<file path="src/rtl/ucode_seq_if.sv">
`default_nettype none
// ============================================================================
// Module      : ucode_seq_if
// Description : Bundle between the microcode sequencer, decode (launch),
//               the micro-op ROM and the EXE stage control inputs.
//               master = sequencer side, slave = decode/ROM/EXE side.
// Revision    : 1.0 - initial release
// ============================================================================
interface ucode_seq_if #(
    parameter int ADDR_W = 8
);
    // Launch from decode
    logic              start;
    logic [ADDR_W-1:0] entry_addr;
    // Micro-ROM port
    logic [ADDR_W-1:0] rom_addr;
    logic [31:0]       rom_word;
    // EXE control and feedback
    logic              branch_taken;
    logic [2:0]        alu_instruct;
    logic              rom_reg_read;
    logic              flag_set;
    logic              shift_en;
    logic              alu_en;
    logic [3:0]        b_cond;
    // Status
    logic              busy;
    logic              done;
    logic              fault;

    modport master (
        input  start, entry_addr, rom_word, branch_taken,
        output rom_addr, alu_instruct, rom_reg_read, flag_set, shift_en,
               alu_en, b_cond, busy, done, fault
    );

    modport slave (
        output start, entry_addr, rom_word, branch_taken,
        input  rom_addr, alu_instruct, rom_reg_read, flag_set, shift_en,
               alu_en, b_cond, busy, done, fault
    );
endinterface
`default_nettype wire

</file>
<file path="src/rtl/ucode_seq.sv">
`default_nettype none
// ============================================================================
// Module      : ucode_seq
// Description : EXE-stage microcode sequencer. Walks the synchronous
//               micro-op ROM (FETCH/EXEC per micro-word), drives the EXE
//               controls during EXEC, and selects the next address as
//               SEQ / JMP / JT (branch taken) / LOOP (8-bit loop counter).
//               Optional step watchdog enabled by defining UCSEQ_WATCHDOG_EN.
// Revision    : 1.0 - initial release
// ============================================================================
module ucode_seq #(
    parameter int ADDR_W    = 8,
    parameter int MAX_STEPS = 255
) (
    input  logic        clk,
    input  logic        rst,
    ucode_seq_if.master ucif
);

    typedef enum logic [1:0] {
        S_IDLE  = 2'd0,
        S_FETCH = 2'd1,
        S_EXEC  = 2'd2
    } state_t;

    localparam logic [1:0] C_NXT_SEQ  = 2'b00;
    localparam logic [1:0] C_NXT_JMP  = 2'b01;
    localparam logic [1:0] C_NXT_JT   = 2'b10;

    state_t            state_q, state_d;
    logic [ADDR_W-1:0] rom_addr_q, rom_addr_d;
    logic [7:0]        loop_cnt_q, loop_cnt_d;
    logic              done_q, done_d;

`ifdef UCSEQ_WATCHDOG_EN
    localparam logic [7:0] C_MAX_STEPS = 8'(MAX_STEPS);
    logic [7:0]        step_q, step_d;
    logic              fault_q, fault_d;
`endif

    // Micro-word fields
    logic              w_end;
    logic [1:0]        w_next;
    logic [ADDR_W-1:0] w_target;
    logic [7:0]        w_count;
    logic              w_load;
    logic [7:0]        w_cnt_eff;
    logic [ADDR_W-1:0] w_seq_addr;
    logic              unused_rsv;

    assign w_end      = ucif.rom_word[7];
    assign w_next     = ucif.rom_word[9:8];
    assign w_target   = ADDR_W'(ucif.rom_word[21:14]);
    assign w_count    = ucif.rom_word[29:22];
    assign w_load     = ucif.rom_word[30];
    assign unused_rsv = ucif.rom_word[31];

    // A load in this word takes effect before the LOOP test of the same word
    assign w_cnt_eff  = w_load ? w_count : loop_cnt_q;
    assign w_seq_addr = rom_addr_q + ADDR_W'(1);

    // State, address, loop counter and status registers
    always_ff @(posedge clk) begin
        if (rst) begin
            state_q    <= S_IDLE;
            rom_addr_q <= '0;
            loop_cnt_q <= '0;
            done_q     <= 1'b0;
`ifdef UCSEQ_WATCHDOG_EN
            step_q     <= '0;
            fault_q    <= 1'b0;
`endif
        end else begin
            state_q    <= state_d;
            rom_addr_q <= rom_addr_d;
            loop_cnt_q <= loop_cnt_d;
            done_q     <= done_d;
`ifdef UCSEQ_WATCHDOG_EN
            step_q     <= step_d;
            fault_q    <= fault_d;
`endif
        end
    end

    // Next-state, next-address and loop-counter selection
    always_comb begin
        state_d    = state_q;
        rom_addr_d = rom_addr_q;
        loop_cnt_d = loop_cnt_q;
        done_d     = 1'b0;
`ifdef UCSEQ_WATCHDOG_EN
        step_d     = step_q;
        fault_d    = 1'b0;
`endif
        unique case (state_q)
            S_IDLE: begin
                if (ucif.start) begin
                    state_d    = S_FETCH;
                    rom_addr_d = ucif.entry_addr;
`ifdef UCSEQ_WATCHDOG_EN
                    step_d     = '0;
`endif
                end
            end
            S_FETCH: begin
                state_d = S_EXEC;
            end
            S_EXEC: begin
                loop_cnt_d = w_cnt_eff;
                if (w_end) begin
                    // Next field ignored; address holds on the last word
                    state_d = S_IDLE;
                    done_d  = 1'b1;
                end else begin
                    state_d = S_FETCH;
                    case (w_next)
                        C_NXT_SEQ: rom_addr_d = w_seq_addr;
                        C_NXT_JMP: rom_addr_d = w_target;
                        C_NXT_JT:  rom_addr_d = ucif.branch_taken ? w_target
                                                                  : w_seq_addr;
                        default: begin
                            if (w_cnt_eff != 8'd0) begin
                                loop_cnt_d = w_cnt_eff - 8'd1;
                                rom_addr_d = w_target;
                            end else begin
                                rom_addr_d = w_seq_addr;
                            end
                        end
                    endcase
                end
`ifdef UCSEQ_WATCHDOG_EN
                step_d = step_q + 8'd1;
                if (!w_end && (step_d == C_MAX_STEPS)) begin
                    state_d    = S_IDLE;
                    fault_d    = 1'b1;
                    loop_cnt_d = '0;
                end
`endif
            end
            default: begin
                state_d = S_IDLE;
            end
        endcase
    end

    // EXE controls: decoded from the ROM word only during EXEC, else zero
    always_comb begin
        ucif.alu_instruct = 3'b000;
        ucif.rom_reg_read = 1'b0;
        ucif.flag_set     = 1'b0;
        ucif.shift_en     = 1'b0;
        ucif.alu_en       = 1'b0;
        ucif.b_cond       = 4'h0;
        if (state_q == S_EXEC) begin
            ucif.alu_instruct = ucif.rom_word[2:0];
            ucif.rom_reg_read = ucif.rom_word[3];
            ucif.flag_set     = ucif.rom_word[4];
            ucif.shift_en     = ucif.rom_word[5];
            ucif.alu_en       = ucif.rom_word[6];
            ucif.b_cond       = ucif.rom_word[13:10];
        end
    end

    assign ucif.rom_addr = rom_addr_q;
    assign ucif.busy     = (state_q != S_IDLE);
    assign ucif.done     = done_q;
`ifdef UCSEQ_WATCHDOG_EN
    assign ucif.fault    = fault_q;
`else
    assign ucif.fault    = 1'b0;
`endif

endmodule
`default_nettype wire

</file>
<file path="src/flat_wrapper.sv">
// flat-port wrapper written by rule: the top's interface ports become plain ports
module ucode_seq_flat 
#(
    parameter int ADDR_W    = 8,
    parameter int MAX_STEPS = 255
)
  (clk, rst, ucif_start, ucif_entry_addr, ucif_rom_word, ucif_branch_taken, ucif_rom_addr, ucif_alu_instruct, ucif_rom_reg_read, ucif_flag_set, ucif_shift_en, ucif_alu_en, ucif_b_cond, ucif_busy, ucif_done, ucif_fault);
  ucode_seq_if #(.ADDR_W(ADDR_W)) ucif_i ();
  input  logic clk;
  input  logic rst;
  input wire logic [$bits(ucif_i.start)-1:0] ucif_start;
  input wire logic [$bits(ucif_i.entry_addr)-1:0] ucif_entry_addr;
  input wire logic [$bits(ucif_i.rom_word)-1:0] ucif_rom_word;
  input wire logic [$bits(ucif_i.branch_taken)-1:0] ucif_branch_taken;
  output wire logic [$bits(ucif_i.rom_addr)-1:0] ucif_rom_addr;
  output wire logic [$bits(ucif_i.alu_instruct)-1:0] ucif_alu_instruct;
  output wire logic [$bits(ucif_i.rom_reg_read)-1:0] ucif_rom_reg_read;
  output wire logic [$bits(ucif_i.flag_set)-1:0] ucif_flag_set;
  output wire logic [$bits(ucif_i.shift_en)-1:0] ucif_shift_en;
  output wire logic [$bits(ucif_i.alu_en)-1:0] ucif_alu_en;
  output wire logic [$bits(ucif_i.b_cond)-1:0] ucif_b_cond;
  output wire logic [$bits(ucif_i.busy)-1:0] ucif_busy;
  output wire logic [$bits(ucif_i.done)-1:0] ucif_done;
  output wire logic [$bits(ucif_i.fault)-1:0] ucif_fault;
  assign ucif_i.start = ucif_start;
  assign ucif_i.entry_addr = ucif_entry_addr;
  assign ucif_i.rom_word = ucif_rom_word;
  assign ucif_i.branch_taken = ucif_branch_taken;
  assign ucif_rom_addr = ucif_i.rom_addr;
  assign ucif_alu_instruct = ucif_i.alu_instruct;
  assign ucif_rom_reg_read = ucif_i.rom_reg_read;
  assign ucif_flag_set = ucif_i.flag_set;
  assign ucif_shift_en = ucif_i.shift_en;
  assign ucif_alu_en = ucif_i.alu_en;
  assign ucif_b_cond = ucif_i.b_cond;
  assign ucif_busy = ucif_i.busy;
  assign ucif_done = ucif_i.done;
  assign ucif_fault = ucif_i.fault;
  ucode_seq #(.ADDR_W(ADDR_W), .MAX_STEPS(MAX_STEPS)) u_core (.clk(clk), .rst(rst), .ucif(ucif_i));
endmodule
</file>
<file path="config.mk">
export PLATFORM = sky130hd
export DESIGN_NAME = ucode_seq_flat
export DESIGN_NICKNAME = d
export VERILOG_FILES = /design/src/rtl/ucode_seq_if.sv /design/src/rtl/ucode_seq.sv /design/src/flat_wrapper.sv
export SDC_FILE = /design/constraint.sdc
export NUM_CORES = 1
export LEC_CHECK = 0
export ABC_AREA = 0
export BUFFER_PORTS_ARGS = -buffer_cell sky130_fd_sc_hd__buf_2
export CORE_MARGIN = 5
export CORE_UTILIZATION = 43
export DETAILED_ROUTE_END_ITERATION = 8
export PLACE_DENSITY = 0.77
export SYNTH_ARGS = -nofsm -noshare
export SYNTH_HDL_FRONTEND = slang
export SYNTH_SLANG_ARGS = --single-unit
</file>
<file path="constraint.sdc">
create_clock -name clk -period 1.74 [get_ports clk]
set_input_delay 0 -clock clk [delete_from_list [all_inputs] [get_ports clk]]
set_output_delay 0 -clock clk [all_outputs]
set_load 0.02 [all_outputs]
</file>
==> flow_summary.json, run 1 <==
{
  "io_buffers": 63,
  "rsz0062_at_grt": "yes",
  "cp_slowest_cell": "or3_4",
  "clock_power_share": 0.212,
  "ys_types": 50,
  "finalHoldViolCount": 0,
  "vias_per_cell": 5.55,
  "r2r_cells": 7,
  "cts_tree": "done",
  "ant_nets": 0,
  "synth.area.top_cells": "dfxtp_1 (25%), nand3_1 (6.3%), a21oi_1 (5.0%)",
  "crit_type": "reg -> reg",
  "drtIter0Drc": 141,
  "drive_above_1_share": 0.454,
  "min-delay-path-class": "in -> reg",
  "syn_to_final_growth_pct": 46.1,
  "netlist_area_sq_um": 1500,
  "start_kind": "flop",
  "power.switching_w": 0.000417,
  "cts_made_buffers": 3,
  "ir_worst_vdd_v": 0.000235,
  "drcViolationCount": 0,
  "slew_violations": 0,
  "cap_violations": 0,
  "dieArea_sq_um": 4770,
  "arrival_ns": 2.07,
  "cp-startpoint": "u_core.loop_cnt_q[1]",
  "htree_levels": 1,
  "syn_inst": 183,
  "hpwl_um": 3550,
  "worstHoldStart": "ucif_entry_addr[4]",
  "grt_pass1_vias": 1758,
  "worst_hold_slack_ns": 0.0124,
  "wire_per_inst_um": 15.1,
  "reg2reg_to": "u_core.ucif.rom_addr[3]",
  "grt_use_total": 0.196,
  "critPathRequiredTime_ns": 1.98,
  "worstPathMaxFanout": 5,
  "dr.pass1.iters": 4,
  "clock_latency_ns": 0.32,
  "place.gp.congestion": 0.844,
  "post-route-period-util": 1.05,
  "die_x_um": 69.1,
  "timing.fmax_ghz": 0.547,
  "clock_sinks": 19,
  "setup_viol": 2,
  "drt_wl_total_um": 4770,
  "ff2ff_setup_slack_ns": -0.09,
  "p_seq_frac": 0.424,
  "rows": 21,
  "fin_area_sq_um": 2190,
  "initial_core_util": 0.446,
  "yosysWarnings": 0,
  "diodes": 0,
  "slowest_delay_ns": 0.40,
  "vias": 1758,
  "cp_cell_sequence": "mux2i_2 -> ha_2 -> nand3_2 -> a21oi_4 -> a21oi_4 -> or3_4 -> a311oi_2",
  "synthFlopType": "dfxtp_1",
  "hold_path_end": "u_core.ucif.rom_addr[4]",
  "cts_root_buffer": "clkbuf_4",
  "grt_max_degree": 23,
  "place_area_sq_um": 2010,
  "r2r-start": "u_core.loop_cnt_q[1]",
  "worst-path-stages": 7,
  "min_period_ns": 1.83,
  "cpLargestDelayFamily": "compound AO/OA/AOI/OAI gates",
  "overflow": 0,
  "syn_area_per_cell_sq_um": 8.20,
  "async_reset_ff_frac": 0,
  "core_sq_um": 3360,
  "swShare": 0.358,
  "layout_setup_ws_ns": -0.0868,
  "num_io_pins": 66,
  "die_h_um": 69.1,
  "yosysTopAreaCell": "dfxtp_1",
  "pwr-share-comb": 0.364,
  "grt_pass1_wl_um": 7940,
  "status": "finished, violations left",
  "p_int_w": 0.000748,
  "nets": 319,
  "skew_ns": 0.00898,
  "clock_path_buffers": 2,
  "path_buf_inv": 0,
  "power_leakage_nw": 0.966,
  "antenna_found_initial": 0,
  "hold_depth": 3,
  "failed_checks": "setup timing",
  "synth_seq_cells": 19,
  "clk_pin_slew_ns": 0.13,
  "synthTopCellsByCount": "dfxtp_1 (19), nand3_1 (19), nor2_1 (18)",
  "end_kind": "flop",
  "synth_edf_count": 0,
  "syn_nets": 230,
  "yosysTopAreaCellShare": 0.253,
  "crit_top_cell": "a21oi_4",
  "ys_seq_area_frac": 0.253,
  "power.density_nw_per_um2": 531
}
[cell families after synthesis]
family | Yosys count | synth area share
flops | 19 | 0.253
simple gates | 82 | 0.303
fa+ha+maj | 3 | 0.0250
other cells | 1 | 0.00250
mux | 10 | 0.0742
compound gates | 47 | 0.252
buf+inv | 12 | 0.0383
xor+xnor | 9 | 0.0525
[area by class of cell]
| class | count | area (sq um) |
|---|---|---|
| well taps | 46 | 57.6 |
| clock buffers | 3 | 22.5 |
| repair buffers | 95 | 586 |
| multi-input cells | 152 | 1130 |
| flip-flops and latches | 19 | 387 |
| fillers | 302 | 1170 |
| inverters | 1 | 3.75 |
| clock inverters | 1 | 5.00 |
[worst min-delay path, stage by stage]
cell and delay [ns]:
buf_2 0.10, a21oi_1 0.11, a311oi_1 0.09
[metal layers]
layer	up-vias	global-route usage	routed length (um)
met5	-	0	0
met1	803	0.241	2010
li1	854	-	-
met4	0	0.0781	112
met3	12	0.0291	330
met2	89	0.339	2320
[power groups by stage]
stage | combinational (W) | clock, W | sequential (W)
3_3_place_gp | 0.000378 | 0 | 0.000500
3_5_place_dp | 0.000384 | 0 | 0.000502
4_1_cts | 0.000405 | 0.000249 | 0.000493
6_report | 0.000424 | 0.000247 | 0.000494
5_1_grt | 0.000461 | 0.000268 | 0.000499
2_1_floorplan | 0.000208 | 0 | 0.000518
[worst max-delay path by stage]
| stage | to |
|---|---|
| floorplan | u_core.ucif.rom_addr[3] |
| global placement | u_core.loop_cnt_q[1] |
| detailed placement | u_core.loop_cnt_q[1] |
| CTS | u_core.ucif.rom_addr[3] |
| global route | u_core.ucif.rom_addr[3] |
| finish | u_core.ucif.rom_addr[3] |
[flip-flops by register name (all words and copies together) (netlist names)]
signal                flops
u_core.ucif.done          1
u_core.loop_cnt_q         8
u_core.state_q            2
u_core.ucif.rom_addr      8
[cells in the final DEF, fill, tap and decap left out, drive strengths merged, types with 4 or more instances in the layout]
| cell type | instances |
|---|---|
| a311oi | 7 |
| and3 | 6 |
| nand3 | 19 |
| nand2 | 6 |
| o21ai | 7 |
| nor2 | 18 |
| and2 | 11 |
| nor3 | 4 |
| xnor2 | 6 |
| buf | 88 |
| dfxtp | 19 |
| or3 | 4 |
| dlygate4sd3 | 7 |
| a21oi | 17 |
| mux2i | 7 |
[per-stage QoR]
step / TNS (ns) / instances / worst slack [ns] / total power, W / utilization
floorplan: 0 / 183 / 0.00262 / 0.000726 / -
global placement: 0 / 302 / 0.00923 / 0.000877 / 0.598
detailed placement: -0.0401 / 302 / -0.0235 / 0.000887 / 0.598
CTS: -0.0348 / 314 / -0.0348 / 0.00115 / 0.637
global route: -0.892 / 317 / -0.156 / 0.00123 / 0.652
finish: -0.122 / 317 / -0.0868 / 0.00117 / 0.652
[timing repair]
action	in CTS	in global routing
hold buffers	7	0
setup buffers	1	3
gates resized for setup	6	9
cloned	0	0
pin swaps	1	9
setup endpoints to repair	4	14
endpoints found under the hold margin	7	0
No activity file was read; power rests on OpenSTA's default activity.
==> run 2, diff against run 1 <==
--- a/config.mk
+++ b/config.mk
@@ -8,9 +8,9 @@
 export ABC_AREA = 0
 export BUFFER_PORTS_ARGS = -buffer_cell sky130_fd_sc_hd__buf_2
 export CORE_MARGIN = 5
-export CORE_UTILIZATION = 43
+export CORE_UTILIZATION = 40
 export DETAILED_ROUTE_END_ITERATION = 8
-export PLACE_DENSITY = 0.77
+export PLACE_DENSITY = 0.72
 export SYNTH_ARGS = -nofsm -noshare
 export SYNTH_HDL_FRONTEND = slang
 export SYNTH_SLANG_ARGS = --single-unit
==> run 2 against run 1 <==
Effect of this change:
- sequential share of layout area rose by 0.76 points
- clock-buffer cell count rose by 1
- global-route usage fell by 2.5 points
- routed wire length fell by 8.6%
- largest power group unchanged
- fmax rose by 4.3%
- the run still ends with setup timing left
- largest cell class unchanged
- die area rose by 6.4%
==> flow_summary.json, run 2 (synthesized netlist as in run 1, its figures left out) <==
{
  "wire_per_inst_um": 14.2,
  "io_buffers": 63,
  "mostFrequentLayoutCell": "buf_2",
  "place.gp.congestion": 0.824,
  "antenna_found_initial": 0,
  "arrival_ns": 1.91,
  "cts_tree": "done",
  "die_x_um": 71.3,
  "clock_latency_ns": 0.26,
  "slowest_delay_ns": 0.41,
  "vias": 1678,
  "status": "finished, violations left",
  "power_leakage_nw": 0.921,
  "critPathRequiredTime_ns": 1.90,
  "busiest_layer": "met2",
  "place_area_sq_um": 1990,
  "timing.fmax_ghz": 0.571,
  "grt_max_degree": 26,
  "syn_to_final_growth_pct": 38.7,
  "worst_hold_slack_ns": 0.0105,
  "min-delay-path-class": "in -> reg",
  "swShare": 0.335,
  "overflow": 0,
  "worstPathMaxFanout": 3,
  "finalHoldViolCount": 0,
  "ir_worst_vdd_v": 0.000354,
  "use_met3": 0.0351,
  "initial_core_util": 0.410,
  "num_io_pins": 66,
  "core_sq_um": 3660,
  "p_seq_frac": 0.410,
  "grt_pass1_wl_um": 7090,
  "use_met1": 0.228,
  "clock_power_share": 0.269,
  "rows": 22,
  "grt_pass1_vias": 1601,
  "slew_violations": 0,
  "ant_nets": 0,
  "ctsHoldBuffers": 0,
  "cap_violations": 0,
  "power.switching_w": 0.000403,
  "power.total_w": 0.00120,
  "end_kind": "flop",
  "drt_wl_total_um": 4370,
  "diodes": 0,
  "failed_checks": "setup timing",
  "fin_tns_setup_ns": -0.0122,
  "fill_cells": 363,
  "dieArea_sq_um": 5080,
  "cts_root_buffer": "clkbuf_8",
  "htree_levels": 1,
  "post-route-period-util": 1.01,
  "setup_viol": 2,
  "fin_area_sq_um": 2080,
  "vias_per_cell": 5.45,
  "drcViolationCount": 0,
  "cp_cell_sequence": "nor4_4 -> o21a_4 -> a311oi_4 -> mux2_4 -> a2111oi_4",
  "skew_ns": 0.00381,
  "drtIter0Drc": 89,
  "grt_use_total": 0.170,
  "nets": 308,
  "cp_slowest_cell": "dfxtp_1",
  "layout_setup_ws_ns": -0.0110,
  "clock_path_buffers": 2,
  "final_cell_mix": "buf_2 (63), buf_4 (21), nand3_1 (18), nor2_1 (18), dfxtp_1 (17)",
  "p_int_w": 0.000800,
  "crit_type": "reg -> reg",
  "die_h_um": 71.3,
  "pwr-share-comb": 0.321,
  "hold_depth": 3,
  "r2r_cells": 5,
  "dr.pass1.iters": 4,
  "clock_sinks": 19,
  "clk_pin_slew_ns": 0.08,
  "hpwl_um": 3360,
  "power.density_nw_per_um2": 578,
  "cts_made_buffers": 3,
  "drive_above_1_share": 0.435,
  "min_period_ns": 1.75,
  "grtUsageMet2": 0.273,
  "rsz0062_at_grt": "yes",
  "start_kind": "flop"
}
[run 2: cell types whose count changed in the layout (fill, tap and decap cells not counted), moves of 3 or more]
| cell | delta |
|---|---|
| buf_4 | -3 |
| dlygate4sd3_1 | -7 |
| clkbuf_8 | +3 |
| dfxtp_2 | -3 |
| clkbuf_4 | -3 |
| dfxtp_1 | +3 |
[run 2: per-stage QoR]
stage,setup WS [ns],std cells,utilization
global route,-0.102,308,0.569
floorplan,0.00262,183,-
detailed placement,-0.00884,303,0.545
finish,-0.0110,308,0.569
global placement,0.0324,303,0.545
CTS,-0.0150,308,0.561
[run 2: worst max-delay path, delay by kind of cell (launching register included)]
family	cells	cell delay [ns]
mux	1	0.34
simple gates	1	0.07
flops	1	0.41
compound gates	3	0.83
[run 2: layout make-up]
class                           instances  area (sq um)  area share
Tap cell                               48          60.1      0.0288
Inverter                                1          3.75     0.00180
Multi-Input combinational cell        152          1120       0.537
Sequential cell                        19           383       0.184
Timing Repair Buffer                   84           473       0.227
Clock buffer                            4          45.0      0.0216
[run 2: timing repair]
action | 4_1_cts | 5_1_grt
gates resized for setup | 2 | 8
cloned | 0 | 0
endpoints found under the setup margin | 3 | 14
setup buffers | 1 | 0
pin swaps | 1 | 3
[run 2: final timing paths]
kind / start / to / slack, ns
min: ucif_rom_word[19] / u_core.ucif.rom_addr[5] / 0.01
max: u_core.loop_cnt_q[5] / u_core.loop_cnt_q[1] / -0.01
max reg2reg: u_core.loop_cnt_q[5] / u_core.loop_cnt_q[1] / -0.01
min reg2reg: u_core.state_q[1] / u_core.state_q[1] / 0.51
[run 2: per-layer routing]
metal / share of wire / wire length [um]
met3: 0.067 / 294
met2: 0.47 / 2030
met4: 0.011 / 48
met1: 0.46 / 1990
met5: 0 / 0
[run 2: power groups by stage]
stage | clock, W | sequential [W] | combinational (W)
2_1_floorplan | 0 | 0.000518 | 0.000208
3_3_place_gp | 0 | 0.000501 | 0.000371
3_5_place_dp | 0 | 0.000502 | 0.000376
4_1_cts | 0.000331 | 0.000491 | 0.000381
5_1_grt | 0.000350 | 0.000497 | 0.000425
6_report | 0.000323 | 0.000493 | 0.000386
